File: config.mk
export PLATFORM = sky130hd
export DESIGN_NAME = muldiv_unit_flat
export DESIGN_NICKNAME = d
export VERILOG_FILES = /design/src/rtl/muldiv_pkg.sv /design/src/rtl/muldiv_if.sv /design/src/rtl/muldiv_div_core.sv /design/src/rtl/muldiv_unit.sv /design/src/flat_wrapper.sv
export SDC_FILE = /design/constraint.sdc
export NUM_CORES = 1
export LEC_CHECK = 0
export CAP_MARGIN = 10
export CORE_ASPECT_RATIO = 0.9
export CORE_MARGIN = 2
export CORE_UTILIZATION = 55
export DETAILED_ROUTE_END_ITERATION = 10
export HOLD_SLACK_MARGIN = 0.06
export PLACE_DENSITY_LB_ADDON = 0.25
export SLEW_MARGIN = 40
export SYNTH_ARGS = -nofsm -noshare
export SYNTH_HDL_FRONTEND = slang
export SYNTH_SLANG_ARGS = --single-unit
File: constraint.sdc
create_clock -name clk -period 6.5 [get_ports clk]
set_clock_uncertainty 0.05 [all_clocks]
set_input_delay 1.3 -clock clk [delete_from_list [all_inputs] [get_ports clk]]
set_output_delay 1.3 -clock clk [all_outputs]
set_load 0.03 [all_outputs]
File: src/rtl/muldiv_pkg.sv
// muldiv_pkg: shared definitions for the multiply/divide unit.
//   - op encodings carried on muldiv_if.op
//   - FSM state type and state constants
//   - result-select type choosing what (if anything) is written to HI/LO
//   - small op-decode helpers
package muldiv_pkg;

    localparam logic [2:0] OP_NOP   = 3'b000;
    localparam logic [2:0] OP_MULT  = 3'b001;
    localparam logic [2:0] OP_MULTU = 3'b010;
    localparam logic [2:0] OP_DIV   = 3'b011;
    localparam logic [2:0] OP_DIVU  = 3'b100;
    localparam logic [2:0] OP_MTHI  = 3'b101;
    localparam logic [2:0] OP_MTLO  = 3'b110;
    localparam logic [2:0] OP_NOP7  = 3'b111;

    typedef logic [1:0] state_t;
    localparam state_t ST_IDLE = 2'd0;
    localparam state_t ST_MUL  = 2'd1;
    localparam state_t ST_DIV  = 2'd2;
    localparam state_t ST_DONE = 2'd3;

    typedef enum logic [2:0] {SelNone, SelHi, SelLo, SelMul, SelDiv} res_sel_e;

    function automatic logic is_mul_op(input logic [2:0] op);
        return (op == OP_MULT) || (op == OP_MULTU);
    endfunction

    function automatic logic is_div_op(input logic [2:0] op);
        return (op == OP_DIV) || (op == OP_DIVU);
    endfunction

    function automatic logic is_signed_op(input logic [2:0] op);
        return (op == OP_MULT) || (op == OP_DIV);
    endfunction

endpackage

File: src/rtl/muldiv_if.sv
// muldiv_if: issue/result bundle between the execute stage and muldiv_unit.
//   master (issuer): drives flush, start, op, a, b; observes busy, done, hi, lo.
//   slave  (unit)  : the reverse.
interface muldiv_if #(
    parameter int unsigned WIDTH = 32
);
    logic             flush;
    logic             start;
    logic [2:0]       op;
    logic [WIDTH-1:0] a;
    logic [WIDTH-1:0] b;
    logic             busy;
    logic             done;
    logic [WIDTH-1:0] hi;
    logic [WIDTH-1:0] lo;

    modport master (
        output flush, start, op, a, b,
        input  busy, done, hi, lo
    );

    modport slave (
        input  flush, start, op, a, b,
        output busy, done, hi, lo
    );
endinterface

File: src/rtl/muldiv_div_core.sv
// muldiv_div_core: restoring-divide datapath on unsigned magnitudes.
//   clk, rst      : clock, async active-low reset
//   load_i        : capture dividend_i/divisor_i, clear remainder, counter <- WIDTH-1
//   step_i        : perform one restoring step and decrement the counter
//   dividend_i    : dividend magnitude
//   divisor_i     : divisor magnitude
//   quotient_o    : quotient after the step taken this cycle
//   remainder_o   : remainder after the step taken this cycle
//   last_o        : counter is 0, i.e. this step is the final one
// The counter also paces the iterative multiplier in the parent.
module muldiv_div_core #(
    parameter int unsigned WIDTH = 32
) (
    input  logic             clk,
    input  logic             rst,
    input  logic             load_i,
    input  logic             step_i,
    input  logic [WIDTH-1:0] dividend_i,
    input  logic [WIDTH-1:0] divisor_i,
    output logic [WIDTH-1:0] quotient_o,
    output logic [WIDTH-1:0] remainder_o,
    output logic             last_o
);
    localparam int unsigned CntW = $clog2(WIDTH);

    logic [WIDTH-1:0] quo_q, quo_d;
    logic [WIDTH-1:0] rem_q, rem_d;
    logic [WIDTH-1:0] dvs_q, dvs_d;
    logic [CntW-1:0]  cnt_q, cnt_d;
    logic [WIDTH:0]   partial;
    logic [WIDTH:0]   trial;
    logic [WIDTH-1:0] step_quo;
    logic [WIDTH-1:0] step_rem;

    always_comb begin
        // Quotient register doubles as the dividend shifter: its MSB feeds the remainder.
        partial  = {rem_q, quo_q[WIDTH-1]};
        trial    = partial - {1'b0, dvs_q};
        // partial < 2*divisor, so a set MSB of trial can only mean a borrow.
        step_quo = {quo_q[WIDTH-2:0], ~trial[WIDTH]};
        step_rem = trial[WIDTH] ? partial[WIDTH-1:0] : trial[WIDTH-1:0];

        quo_d = quo_q;
        rem_d = rem_q;
        dvs_d = dvs_q;
        cnt_d = cnt_q;
        if (load_i) begin
            quo_d = dividend_i;
            rem_d = '0;
            dvs_d = divisor_i;
            cnt_d = CntW'(WIDTH - 1);
        end else if (step_i) begin
            quo_d = step_quo;
            rem_d = step_rem;
            cnt_d = cnt_q - CntW'(1);
        end
    end

    always_ff @(posedge clk or negedge rst) begin
        if (!rst) begin
            quo_q <= '0;
            rem_q <= '0;
            dvs_q <= '0;
            cnt_q <= '0;
        end else begin
            quo_q <= quo_d;
            rem_q <= rem_d;
            dvs_q <= dvs_d;
            cnt_q <= cnt_d;
        end
    end

    assign quotient_o  = step_quo;
    assign remainder_o = step_rem;
    assign last_o      = (cnt_q == '0);

endmodule

File: src/rtl/muldiv_unit.sv
// muldiv_unit: multi-cycle MULT/MULTU/DIV/DIVU unit owning architectural HI/LO.
//   clk, rst : clock, async active-low reset (clears HI/LO)
//   mdu      : muldiv_if.slave -- flush/start/op/a/b in; busy/done/hi/lo out
// Divide is a WIDTH-step restoring iteration on magnitudes with sign fix-up.
// Build option MULDIV_FAST_MUL_EN: single-cycle combinational multiply
// (IDLE -> DONE directly); otherwise a WIDTH-step shift-add multiply.
// The interface instance must be built with the same WIDTH as this module.
module muldiv_unit
    import muldiv_pkg::*;
#(
    parameter int unsigned WIDTH = 32
) (
    input  logic       clk,
    input  logic       rst,
    muldiv_if.slave    mdu
);
`ifdef MULDIV_FAST_MUL_EN
    localparam bit     FastMul  = 1'b1;
    localparam state_t MulEntry = ST_DONE;
`else
    localparam bit     FastMul  = 1'b0;
    localparam state_t MulEntry = ST_MUL;
`endif

    state_t             state_q, state_d;
    logic [WIDTH-1:0]   hi_q, hi_d, lo_q, lo_d;
    logic               neg_q, neg_d, rneg_q, rneg_d;
    logic               idle_like, accept, issue_mul, issue_div, iterating;
    logic               op_signed, neg_now, mul_neg, last;
    logic [WIDTH-1:0]   mag_a, mag_b, quo_step, rem_step;
    logic [2*WIDTH-1:0] mul_res;
    res_sel_e           sel;

    assign idle_like = (state_q == ST_IDLE) || (state_q == ST_DONE);
    assign accept    = idle_like & mdu.start & ~mdu.flush;
    assign issue_mul = accept & is_mul_op(mdu.op);
    assign issue_div = accept & is_div_op(mdu.op);
    assign iterating = (state_q == ST_MUL) || (state_q == ST_DIV);
    assign op_signed = is_signed_op(mdu.op);
    assign mag_a     = (op_signed && mdu.a[WIDTH-1]) ? -mdu.a : mdu.a;
    assign mag_b     = (op_signed && mdu.b[WIDTH-1]) ? -mdu.b : mdu.b;
    // Divide by zero keeps the raw all-ones quotient, so its sign is never flipped.
    assign neg_now   = op_signed & (mdu.a[WIDTH-1] ^ mdu.b[WIDTH-1])
                       & (is_mul_op(mdu.op) | (|mdu.b));

`ifdef MULDIV_FAST_MUL_EN
    assign mul_res = {{WIDTH{1'b0}}, mag_a} * {{WIDTH{1'b0}}, mag_b};
    assign mul_neg = neg_now;
`else
    logic [2*WIDTH-1:0] prod_q, prod_d;
    logic [WIDTH-1:0]   mcand_q, mcand_d;
    logic [WIDTH:0]     mul_sum;

    // prod holds {partial sum, unconsumed multiplier bits}; one LSB consumed per step.
    always_comb begin
        mul_sum = {1'b0, prod_q[2*WIDTH-1:WIDTH]} + (prod_q[0] ? {1'b0, mcand_q} : '0);
        mul_res = {mul_sum, prod_q[WIDTH-1:1]};
        prod_d  = prod_q;
        mcand_d = mcand_q;
        if (issue_mul) begin
            prod_d  = {{WIDTH{1'b0}}, mag_b};
            mcand_d = mag_a;
        end else if (state_q == ST_MUL) begin
            prod_d  = mul_res;
        end
    end

    always_ff @(posedge clk or negedge rst) begin
        if (!rst) begin
            prod_q  <= '0;
            mcand_q <= '0;
        end else begin
            prod_q  <= prod_d;
            mcand_q <= mcand_d;
        end
    end

    assign mul_neg = neg_q;
`endif

    muldiv_div_core #(.WIDTH(WIDTH)) u_div_core (
        .clk         (clk),
        .rst         (rst),
        .load_i      (issue_mul | issue_div),
        .step_i      (iterating),
        .dividend_i  (mag_a),
        .divisor_i   (mag_b),
        .quotient_o  (quo_step),
        .remainder_o (rem_step),
        .last_o      (last)
    );

    always_comb begin
        state_d = state_q;
        case (state_q)
            ST_IDLE, ST_DONE: begin
                if (issue_div)      state_d = ST_DIV;
                else if (issue_mul) state_d = MulEntry;
                else                state_d = ST_IDLE;
            end
            ST_MUL, ST_DIV: begin
                if (mdu.flush) state_d = ST_IDLE;
                else if (last) state_d = ST_DONE;
            end
            default: state_d = ST_IDLE;
        endcase
    end

    always_comb begin
        neg_d  = (issue_mul | issue_div) ? neg_now : neg_q;
        rneg_d = (issue_mul | issue_div) ? (op_signed & mdu.a[WIDTH-1]) : rneg_q;

        sel = SelNone;
        if (accept) begin
            if (mdu.op == OP_MTHI)                     sel = SelHi;
            else if (mdu.op == OP_MTLO)                sel = SelLo;
            else if (FastMul && is_mul_op(mdu.op))     sel = SelMul;
        end else if (!mdu.flush && last) begin
            if (state_q == ST_MUL)                     sel = SelMul;
            else if (state_q == ST_DIV)                sel = SelDiv;
        end

        hi_d = hi_q;
        lo_d = lo_q;
        case (sel)
            SelHi:  hi_d = mdu.a;
            SelLo:  lo_d = mdu.a;
            SelMul: {hi_d, lo_d} = mul_neg ? -mul_res : mul_res;
            SelDiv: begin
                lo_d = neg_q  ? -quo_step : quo_step;
                hi_d = rneg_q ? -rem_step : rem_step;
            end
            default: ;
        endcase
    end

    always_ff @(posedge clk or negedge rst) begin
        if (!rst) begin
            state_q <= ST_IDLE;
            hi_q    <= '0;
            lo_q    <= '0;
            neg_q   <= 1'b0;
            rneg_q  <= 1'b0;
        end else begin
            state_q <= state_d;
            hi_q    <= hi_d;
            lo_q    <= lo_d;
            neg_q   <= neg_d;
            rneg_q  <= rneg_d;
        end
    end

    assign mdu.busy = iterating
                      | (mdu.start & (is_mul_op(mdu.op) | is_div_op(mdu.op)) & idle_like);
    assign mdu.done = (state_q == ST_DONE);
    assign mdu.hi   = hi_q;
    assign mdu.lo   = lo_q;

endmodule

File: src/flat_wrapper.sv
// flat-port wrapper written by rule: the top's interface ports become plain ports
module muldiv_unit_flat import muldiv_pkg::*;
#(
    parameter int unsigned WIDTH = 32
)
  (clk, rst, mdu_flush, mdu_start, mdu_op, mdu_a, mdu_b, mdu_busy, mdu_done, mdu_hi, mdu_lo);
  muldiv_if #(.WIDTH(WIDTH)) mdu_i ();
  input  logic clk;
  input  logic rst;
  input wire logic [$bits(mdu_i.flush)-1:0] mdu_flush;
  input wire logic [$bits(mdu_i.start)-1:0] mdu_start;
  input wire logic [$bits(mdu_i.op)-1:0] mdu_op;
  input wire logic [$bits(mdu_i.a)-1:0] mdu_a;
  input wire logic [$bits(mdu_i.b)-1:0] mdu_b;
  output wire logic [$bits(mdu_i.busy)-1:0] mdu_busy;
  output wire logic [$bits(mdu_i.done)-1:0] mdu_done;
  output wire logic [$bits(mdu_i.hi)-1:0] mdu_hi;
  output wire logic [$bits(mdu_i.lo)-1:0] mdu_lo;
  assign mdu_i.flush = mdu_flush;
  assign mdu_i.start = mdu_start;
  assign mdu_i.op = mdu_op;
  assign mdu_i.a = mdu_a;
  assign mdu_i.b = mdu_b;
  assign mdu_busy = mdu_i.busy;
  assign mdu_done = mdu_i.done;
  assign mdu_hi = mdu_i.hi;
  assign mdu_lo = mdu_i.lo;
  muldiv_unit #(.WIDTH(WIDTH)) u_core (.clk(clk), .rst(rst), .mdu(mdu_i));
endmodule
# --- Word-level counts from Yosys, hierarchy flattened ---
# Index checks and enable logic that the tools add are counted.
classes:
  addsub: 8
  n_mul: 0
  div_mod_pow: 0
  n_lt_le_gt_ge: 0
  n_eq_ne: 14
  shift: 0
  n_mux: 28
  n_bitwise: 16
  n_reduce_logical: 18
op_table:
  columns: ["cell", "count"]
  rows:
  - ["$mux 32", 10]
  - ["$mux 64", 3]
  - ["$pmux 32 s3", 2]
  - ["$neg 32->32", 4]
  - ["$neg 64->64", 1]
  - ["$add 32x33->33", 1]
  - ["$sub 33x32->33", 1]
  - ["$reduce_or 32->1", 1]
  - ["$mux 3", 5]
  - ["$eq 3x2->1 const B", 4]
  - ["$eq 3x3->1 const B", 4]
  - ["$mux 5", 2]
  - ["$and 1x1->1", 9]
  - ["$mux 2", 4]
  - ["$eq 3x1->1 const B", 2]
  - ["$reduce_bool 3->1", 2]
  - ["$logic_not 5->1", 1]
  - ["$logic_or 1x1->1", 5]
  - ["$sub 5x1->5 const B", 1]
  - ["$eq 2x2->1 const B", 2]
  - ["$or 1x1->1", 4]
  - ["$pmux 2 s2", 1]
  - ["$reduce_bool 2->1", 2]
  - ["$reduce_or 2->1", 2]
  - ["8 further kinds", 11]
totals:
  reg_bits: 265
  latch_bits: 0
  ramBits: 0
  mem_bits_ro: 0
  in_bits: 71
  out_inout_bits: 66
  elab_cells: 95
  memories: 0

# --- Depth between registers and ports, before layout ---
# Gate-level depths: netlist (run 1).
logic_depth:
  depth_word: 8
  depth_mapped: 24
  mapped_depth_nobuf: 21

# --- Modules after synthesis ---
# From an unflattened synthesis (run 1), not the netlist that was laid out.
hier_totals:
  hier_cells: 2454
  area_unflattened_um2: 20398.3
by_module_without_submodules:
  columns: ["mod", "instances", "cells_per_inst", "area_per_inst_um2", "seq_area_each_um2"]
  rows:
  - ["muldiv_unit", 1, 1681, 13616.8, 4103.9]
  - ["muldiv_div_core", 1, 773, 6781.5, 2527.4]

# --- Worst setup path after synthesis (run 1) ---
# No wires, ideal clock.
synth_path:
  path_kind: "register to register"
  from: "register u_core.u_div_core.quo_q[31]"
  to: "register u_core.hi_q[30] (netlist: u_core.mdu.hi[30])"
  setup_ps: 124
  arrival_ps: 5080
  t_required_ps: 6326
  slack_ps: 1246
  path_stages_with_launch: 25
  path_buffers: 3
  synth_period_minus_slack_ps: 5254
  cell_sequence: "dfrtp_1 -> inv_1 -> ha_1 -> fa_1 -> nand2b_1 -> a21o_1 -> a21oi_1 -> a21bo_2 -> a31oi_1 -> xnor2_1 -> inv_2 -> clkbuf_1 -> buf_1 -> buf_1 -> nor2_1 -> a21oi_1 -> ha_1 -> nand4_1 -> a2111oi_0 -> and4b_1 -> o21ai_0 -> nor4_1 -> a21oi_1 -> xnor2_1 -> a211o_1"
synth_via:
  elab_chain_len: 5
synth_rtl:
  columns: ["element", "line", "text"]
  rows:
  - ["start, declared", "muldiv_div_core.sv:26", "logic [WIDTH-1:0] quo_q, quo_d;"]
  - ["start signal, assigned", "muldiv_div_core.sv:66", "quo_q <= quo_d;"]
  - ["$sub 33x32->33", "muldiv_div_core.sv:38", "trial = partial - {1'b0, dvs_q};"]
  - ["$mux 32 *", "muldiv_div_core.sv:41", "step_rem = trial[WIDTH] ? partial[WIDTH-1:0] : trial[WIDTH-1:0];"]
  - ["$neg 32->32", "muldiv_unit.sv:131", "hi_d = rneg_q ? -rem_step : rem_step;"]
  - ["$mux 32 *", "muldiv_unit.sv:131", null]
  - ["$pmux 32 s3 *", "muldiv_unit.sv:125", "case (sel)"]
  - ["end signal, assigned", "muldiv_unit.sv:146", "hi_q <= hi_d;"]
  - ["end, declared", "muldiv_unit.sv:26", "logic [WIDTH-1:0] hi_q, hi_d, lo_q, lo_d;"]
# Mark *: on every way between the ends. The rest lies on a longest branch, timed or not.
# A chain may end at the register's enable or synchronous reset.

# --- Worst setup path after layout (run 1) ---
# Ends and elaborated chain as after synthesis.

==> results.json, run 1 <==
{
  "crit_start": "u_core.u_div_core.quo_q[31]$_DFFE_PN0P_",
  "synth_ff_type": "dfrtp_1",
  "cts_hold_buf": 0,
  "drc": 0,
  "via_per_inst": 6.516,
  "worst_setup_path_start_kind": "flop",
  "mostFrequentLayoutCells": "nor2_1, dfrtp_1, nand2_1, o21ai_0, a21oi_1",
  "p_int_w": 0.006002,
  "drive_gt1_share_pct": 5.060,
  "drt_iter0_drc": 2130,
  "netlist-cell-type-count": 83,
  "yosysWarnings": 0,
  "reg2reg_from": "u_core.u_div_core.quo_q[31]$_DFFE_PN0P_",
  "finalWorstSetupSlack_ns": 0.9137,
  "p_leak_nw": 9.108,
  "crit_slowest_cell": "a2111oi_0",
  "drv_cap": 0,
  "worst_pin_slew_ns": 0.8271,
  "wl_um": 67100,
  "p_comb_share_pct": 58.5,
  "cp-end-kind": "flop",
  "yosysSeqAreaShare_pct": 33.56,
  "portBuffers": 136,
  "synth_fp_nets": 2565,
  "ir_worst_vdd_v": 0.0003390,
  "grt_pass1_vias": 18290,
  "finalSetupTns_ns": 0,
  "critPathArrivalTime_ns": 5.99,
  "drtPass1Iterations": 5,
  "max_clock_freq_mhz": 179.0,
  "globalRouteOverflowTotal": 0,
  "post_cts.repair.setup_buffers": 0,
  "cts_buffer_depth": 3,
  "fill_cells": 3040,
  "required_ns": 6.90,
  "pin_count": 137,
  "die_x_um": 203.8,
  "netlist_area_sq_um": 19760,
  "rows": 65,
  "grt_pass1_wl_um": 105600,
  "crit_fanout": 10,
  "seqCellArea_sq_um": 6635,
  "layout.cells.most_common": "nor2_1",
  "syn_to_final_growth_pct": 14.37,
  "seqPwrFrac_pct": 25.5,
  "synth_edf_count": 0,
  "die_h_um": 183.8,
  "hp-class": "reg -> reg",
  "max_stage_delay_ns": 0.64,
  "clkPwrFrac_pct": 16.1,
  "hold_start": "u_core.u_div_core.dvs_q[31]$_DFFE_PN0P_",
  "tritoncts": "done",
  "antenna_found_initial": 1,
  "cts_resized": 0,
  "multiInputGateArea_sq_um": 12440,
  "p_per_area_nw_per_um2": 520.4,
  "path_cells": "inv_1 -> ha_1 -> fa_1 -> nand2b_1 -> a21o_1 -> a21oi_1 -> a21bo_2 -> a31oi_1 -> xnor2_2 -> inv_2 -> nor2_1 -> a21oi_1 -> ha_1 -> nand4_1 -> a2111oi_0 -> and4b_1 -> o21ai_0 -> nor4_1 -> a21oi_1 -> xnor2_1 -> a211o_1",
  "dp_hpwl_um": 49300,
  "rsz0062_at_grt": "false",
  "core_area_sq_um": 35220,
  "critical_path.top_delay_family": "compound AO/OA/AOI/OAI gates",
  "track_usage_pct": 35.97,
  "place_congestion": 0.9765,
  "min_period_over_period_pct": 85.94,
  "cts_made_buffers": 29,
  "cts_sinks": 265,
  "status": "completed",
  "synthCells": 2419,
  "finalSetupViolations": 0,
  "max_slew_margin_pct": 44.39,
  "critPathKind": "reg -> reg",
  "worst_path_most_repeated_cell": "a21oi_1",
  "critPathBufInv": 2,
  "slew_violations": 0,
  "dp_worst_setup_slack_ns": 1.019,
  "power.switching_w": 0.005758,
  "wl_per_cell_um": 22.65,
  "synth-seq-cells": 265,
  "die_area_sq_um": 37460,
  "htreeDepth": 1,
  "finalHoldViolations": 0,
  "syn_area_per_cell_sq_um": 8.168,
  "root_buffer": "clkbuf_16",
  "period_needed_ns": 5.586,
  "nNetsFinal": 2614,
  "start_util_pct": 56.11,
  "clk_pin_slew_worst_paths_ns": 0.06,
  "async_flop_share_pct": 100.0,
  "vias": 19300,
  "switching_share_pct": 48.96,
  "clkLatencyLatePin_ns": 0.57,
  "ant_nets": 0,
  "grt_max_degree": 160
}
tightest hold or removal path, delay by kind of cell (launching register included):
family,cells,cell delay [ns]
DFF,1,0.35
and+or+nand+nor,1,0.05
AOI/OAI and AO/OA,1,0.06
registers in the layout, summed over array words and instances (netlist names):
signal / count
u_core.prod_q: 64
u_core.mcand_q: 32
u_core.mdu.hi: 32
u_core.mdu.lo: 32
u_core.u_div_core.dvs_q: 32
u_core.u_div_core.quo_q: 32
u_core.u_div_core.rem_q: 32
u_core.u_div_core.cnt_q: 5
u_core.state_q: 2
u_core.mul_neg: 1
u_core.rneg_q: 1
routing by layer:
layer	GRT usage, %	vias to the layer above	part of all wire [%]
met5	0	-	0
met4	12.12	0	3.6
met3	5.353	150	8.5
met2	55.48	1009	44
met1	51.66	9318	44
li1	-	8823	-
power groups by stage:
| stage | clock (W) | combinational, W | sequential [W] |
|---|---|---|---|
| after global routing | 0.00197 | 0.00750 | 0.00306 |
| after CTS | 0.00190 | 0.00677 | 0.00296 |
| after global placement | 0 | 0.00664 | 0.00297 |
| after detailed placement | 0 | 0.00673 | 0.00298 |
| final | 0.00189 | 0.00687 | 0.00300 |
| after floorplan | 0 | 0.00476 | 0.00292 |
synth_stat cells (all sizes together) (32+ instances only):
cell | instances | area share (%)
a21oi | 211 | 5.3
a31oi | 32 | 1.0
and2 | 41 | 1.3
clkbuf | 124 | 2.4
dfrtp | 265 | 34
ha | 73 | 4.6
inv | 69 | 1.3
mux2i | 89 | 4.5
nand2 | 230 | 4.4
nand3 | 46 | 1.2
nor2 | 267 | 5.1
nor3 | 59 | 1.5
o21ai | 223 | 5.7
xnor2 | 124 | 5.5
xor2 | 98 | 4.3
path summary, 6_finish.rpt:
check                                                           to  slack (ns)  depth (start not counted)
min in group asynchronous           u_core.mcand_q[27]$_DFFE_PN0P_        0.65                          1
max in group asynchronous   u_core.u_div_core.dvs_q[8]$_DFFE_PN0P_        4.59                          2
hold / removal             u_core.u_div_core.dvs_q[31]$_DFFE_PN0P_        0.45                          2
setup / recovery                     u_core.mdu.hi[30]$_DFFE_PN0P_        0.91                         21
setup reg to reg                     u_core.mdu.hi[30]$_DFFE_PN0P_        0.91                         21
hold reg to reg            u_core.u_div_core.dvs_q[31]$_DFFE_PN0P_        0.45                          2
logic make-up (layout without fill, tap and decap cells):
| family | after synthesis | in the layout | share of synthesized area, % |
|---|---|---|---|
| XOR/XNOR | 222 | 222 | 9.840 |
| adder cells (fa/ha/maj) | 75 | 75 | 4.825 |
| flip-flops | 265 | 265 | 33.56 |
| AND/OR/NAND/NOR | 826 | 826 | 19.92 |
| multiplexers | 93 | 93 | 4.737 |
| other | 0 | 3 | 0 |
| buffers and inverters | 211 | 282 | 4.053 |
| AO/OA/AOI/OAI | 727 | 727 | 23.06 |
metrics by stage:
stage	power [W]	hold slack (ns)	instance area, sq um	instances	util [%]
after floorplan	0.007679	0.3998	19760	2419	-
after global routing	0.01252	0.4699	22590	2959	64.15
after CTS	0.01163	0.4531	22570	2959	64.10
after detailed placement	0.009703	0.4373	21490	2906	61.03
final	0.01176	0.4493	22600	2962	64.17
after global placement	0.009605	0.4271	21430	2903	60.86
cell type report:
class	instances	share of cell area (%)
multi-input combinational	1943	55.03
tap	469	2.597
inverter	69	1.157
clock inverter	14	1.129
antenna	3	0.03322
timing repair buffer	160	7.053
sequential	265	29.36
clock buffer	39	3.643
No activity file was read; power rests on OpenSTA's default activity.
==> run 2: changes to the inputs <==
--- a/config.mk
+++ b/config.mk
@@ -15,4 +15,5 @@
 export SLEW_MARGIN = 40
 export SYNTH_ARGS = -nofsm -noshare
 export SYNTH_HDL_FRONTEND = slang
+export SYNTH_HIERARCHICAL = 1
 export SYNTH_SLANG_ARGS = --single-unit
==> run 2 against run 1 <==
Net effect:
- via count decreased by 0.63%
- register-to-register slack got worse by 0.69 ns
- routed wire length increased by 0.90%
- cell count increased by 1.0%
- flip-flop and latch count unchanged
- synthesized cell count increased by 1.4%
- global-route usage decreased by 1.9 points
- fmax decreased by 11%
- hold slack improved by 0.0012 ns
- critical path depth increased by 1
- die area increased by 3.2%
- critical path type unchanged
- critical endpoint is now u_core/mdu.hi[29]$_DFFE_PN0P_
==> results.json, run 2 <==
{
  "hold_start": "u_core/mcand_q[31]$_DFFE_PN0P_",
  "mostFrequentLayoutCells": "nand2_1, dfrtp_1, nor2_1, o21ai_0, a21oi_1",
  "worst_pin_slew_ns": 0.8973,
  "p_comb_share_pct": 58.9,
  "synth_ff_type": "dfrtp_1",
  "drt_iter0_drc": 1907,
  "portBuffers": 136,
  "p_per_area_nw_per_um2": 508.6,
  "max_clock_freq_mhz": 159.3,
  "wl_um": 67710,
  "reg2reg_from": "u_core/u_div_core/quo_q[31]$_DFFE_PN0P_",
  "synthXorXnorAreaFrac_pct": 10.05,
  "critical_path.top_delay_family": "simple AND/OR/NAND/NOR gates",
  "synth_simple_gate_area_share_pct": 18.74,
  "final_cells": 2992,
  "syn_area_per_cell_sq_um": 8.312,
  "nNetsFinal": 2637,
  "drv_cap": 0,
  "netlist-cell-type-count": 95,
  "clkPwrFrac_pct": 15.9,
  "yosysSeqAreaShare_pct": 32.51,
  "synth_top_area_cell": "dfrtp_1",
  "synth_edf_count": 0,
  "min_period_over_period_pct": 96.58,
  "seqPwrFrac_pct": 25.2,
  "drive_gt1_share_pct": 8.473,
  "place_congestion": 0.9555,
  "wl_per_cell_um": 22.63,
  "synth_compound_area_share_pct": 20.70,
  "cts_buffer_depth": 3,
  "crit_fanout": 6,
  "antenna_found_initial": 2,
  "grt_max_degree": 130,
  "netlist_area_sq_um": 20400,
  "switching_share_pct": 48.01,
  "vias": 19180,
  "dp_hpwl_um": 50110,
  "crit_slowest_cell": "or4_4",
  "path_cells": "inv_1 -> ha_1 -> inv_1 -> fa_2 -> a211oi_2 -> nor4_2 -> o211ai_2 -> nand3_2 -> a31oi_4 -> xnor2_4 -> clkinv_4 -> mux2_4 -> or4_4 -> or4_4 -> or3_4 -> or3_4 -> or3_4 -> or4_4 -> o31ai_4 -> xnor2_1 -> a221oi_2 -> o22ai_1",
  "max_stage_delay_ns": 0.57,
  "p_leak_nw": 9.395,
  "place_area_sq_um": 21910,
  "finalSetupViolations": 0,
  "required_ns": 6.89,
  "pin_count": 137,
  "reg2reg_depth": 22,
  "cp-end-kind": "flop",
  "finalHoldViolations": 0,
  "clkLatencyLatePin_ns": 0.60,
  "reg2reg_to": "u_core/mdu.hi[29]$_DFFE_PN0P_",
  "grt_pass1_wl_um": 105200,
  "largest-register": "u_core/prod_q",
  "power.switching_w": 0.005631,
  "synth_commonest_cells": "dfrtp_1, nand2_1, nor2_1",
  "postLayoutCellArea_sq_um": 23060,
  "yosys-top-cells-area": "dfrtp_1, xor2_1, o21ai_0",
  "largest_register_ffs": 64,
  "worstHoldEndpoint": "u_core/mcand_q[31]$_DFFE_PN0P_",
  "core_area_sq_um": 36330,
  "r2r_slack_ns": 0.22,
  "track_usage_pct": 34.07,
  "synth-adder-area-share_pct": 4.735,
  "clk_pin_slew_worst_paths_ns": 0.07,
  "cts_sinks": 265,
  "worst_setup_path_start_kind": "flop",
  "slew_violations": 0,
  "synth-seq-cells": 265,
  "whs_ns": 0.4505,
  "hold_depth": 1,
  "tritoncts": "done",
  "die_x_um": 207,
  "critPathBufInv": 3,
  "synth_top_family_by_area": "compound AO/OA/AOI/OAI gates",
  "root_buffer": "clkbuf_16",
  "cts_made_buffers": 31,
  "max_slew_margin_pct": 40.11,
  "cts_hold_buf": 0,
  "power_w": 0.01173,
  "die_area_sq_um": 38650,
  "hp-class": "reg -> reg",
  "synth.most_common_cell": "dfrtp_1",
  "htreeDepth": 1,
  "ant_nets": 0,
  "place_inst": 2926,
  "yosysWarnings": 6,
  "die_h_um": 186.7,
  "via_per_inst": 6.410,
  "async_flop_share_pct": 100.0,
  "start_util_pct": 56.14,
  "synth_fp_nets": 2601,
  "drc": 0,
  "ir_worst_vdd_v": 0.0002842,
  "status": "completed",
  "period_needed_ns": 6.277,
  "drtPass1Iterations": 5,
  "synth.top_cell.area_share_pct": 32.51,
  "grt_pass1_vias": 18170,
  "synthCells": 2454,
  "critPathArrivalTime_ns": 6.67,
  "synth_mux_area_share_pct": 7.857,
  "fill_cells": 3210,
  "multiInputGateArea_sq_um": 12740,
  "seqCellArea_sq_um": 6634,
  "p_int_w": 0.006097,
  "globalRouteOverflowTotal": 0,
  "critPathKind": "reg -> reg",
  "syn_to_final_growth_pct": 13.04,
  "rows": 66
}
## run 2: cell types whose count changed in the layout (fill, tap and decap cells not counted), moves of 13 or more
cell,delta
o31ai_1,+18
xor2_1,+25
o211ai_1,-13
nor2_1,-14
nand3_1,-17
a221o_1,-22
nand2_1,+36
a22oi_1,-18
mux2_2,+41
a21oi_1,-30
a31oi_1,-23
xnor2_1,-16
## run 2: worst max-delay path by stage
stage	slack, ns	startpoint	cells after the start	to
4_1_cts	0.15	u_core/u_div_core/quo_q[31]$_DFFE_PN0P_	23	u_core/mdu.hi[30]$_DFFE_PN0P_
3_3_place_gp	0.25	u_core/u_div_core/quo_q[31]$_DFFE_PN0P_	23	u_core/mdu.hi[30]$_DFFE_PN0P_
3_5_place_dp	0.19	u_core/u_div_core/quo_q[31]$_DFFE_PN0P_	23	u_core/mdu.hi[30]$_DFFE_PN0P_
5_1_grt	-0.02	u_core/u_div_core/quo_q[31]$_DFFE_PN0P_	22	u_core/mdu.hi[29]$_DFFE_PN0P_
6_report	0.22	u_core/u_div_core/quo_q[31]$_DFFE_PN0P_	22	u_core/mdu.hi[29]$_DFFE_PN0P_
2_1_floorplan	0.53	u_core/u_div_core/quo_q[31]$_DFFE_PN0P_	23	u_core/mdu.hi[29]$_DFFE_PN0P_
## run 2: cell families after synthesis
logic type / count (synthesis)
adders and majority gates: 76
and+or+nand+nor: 811
xor gates and xnor gates: 232
DFF: 265
buffers and inverters: 250
muxes: 149
AOI/OAI and AO/OA: 671
## run 2: power by group through the flow
| stage | Combinational, W | Sequential [W] | Clock, W |
|---|---|---|---|
| after detailed placement | 0.00670 | 0.00295 | 0 |
| after global routing | 0.00747 | 0.00304 | 0.00195 |
| after CTS | 0.00674 | 0.00293 | 0.00188 |
| after floorplan | 0.00495 | 0.00288 | 0 |
| after global placement | 0.00660 | 0.00292 | 0 |
| final | 0.00691 | 0.00296 | 0.00186 |
## run 2: layer usage
metal	vias up	share of wire [%]	GRT usage [%]
met5	-	0	0
met3	125	9.2	5.857
met4	0	3.2	10.88
li1	8774	-	-
met1	9302	44	49.45
met2	977	44	51.68
## run 2: stage by stage
step	TNS (ns)	util [%]	setup slack, ns
after detailed placement	0	60.31	0.1909
after floorplan	0	-	0.5269
after global routing	-0.03376	63.45	-0.01777
final	0	63.46	0.2226
after CTS	0	63.25	0.1472
after global placement	0	60.11	0.2475
## run 2: cell type report
type,instances,area share (%)
clock inverters,21,1.091
multi-input cells,1939,55.24
repair buffers,172,7.412
diodes,2,0.02170
clock buffers,36,3.532
flip-flops and latches,265,28.77
well taps,476,2.583
inverters,81,1.351
## run 2: timing repair
item,CTS,global route
buffers inserted,0,7
gates resized for setup,0,4
setup endpoints to repair,0,7
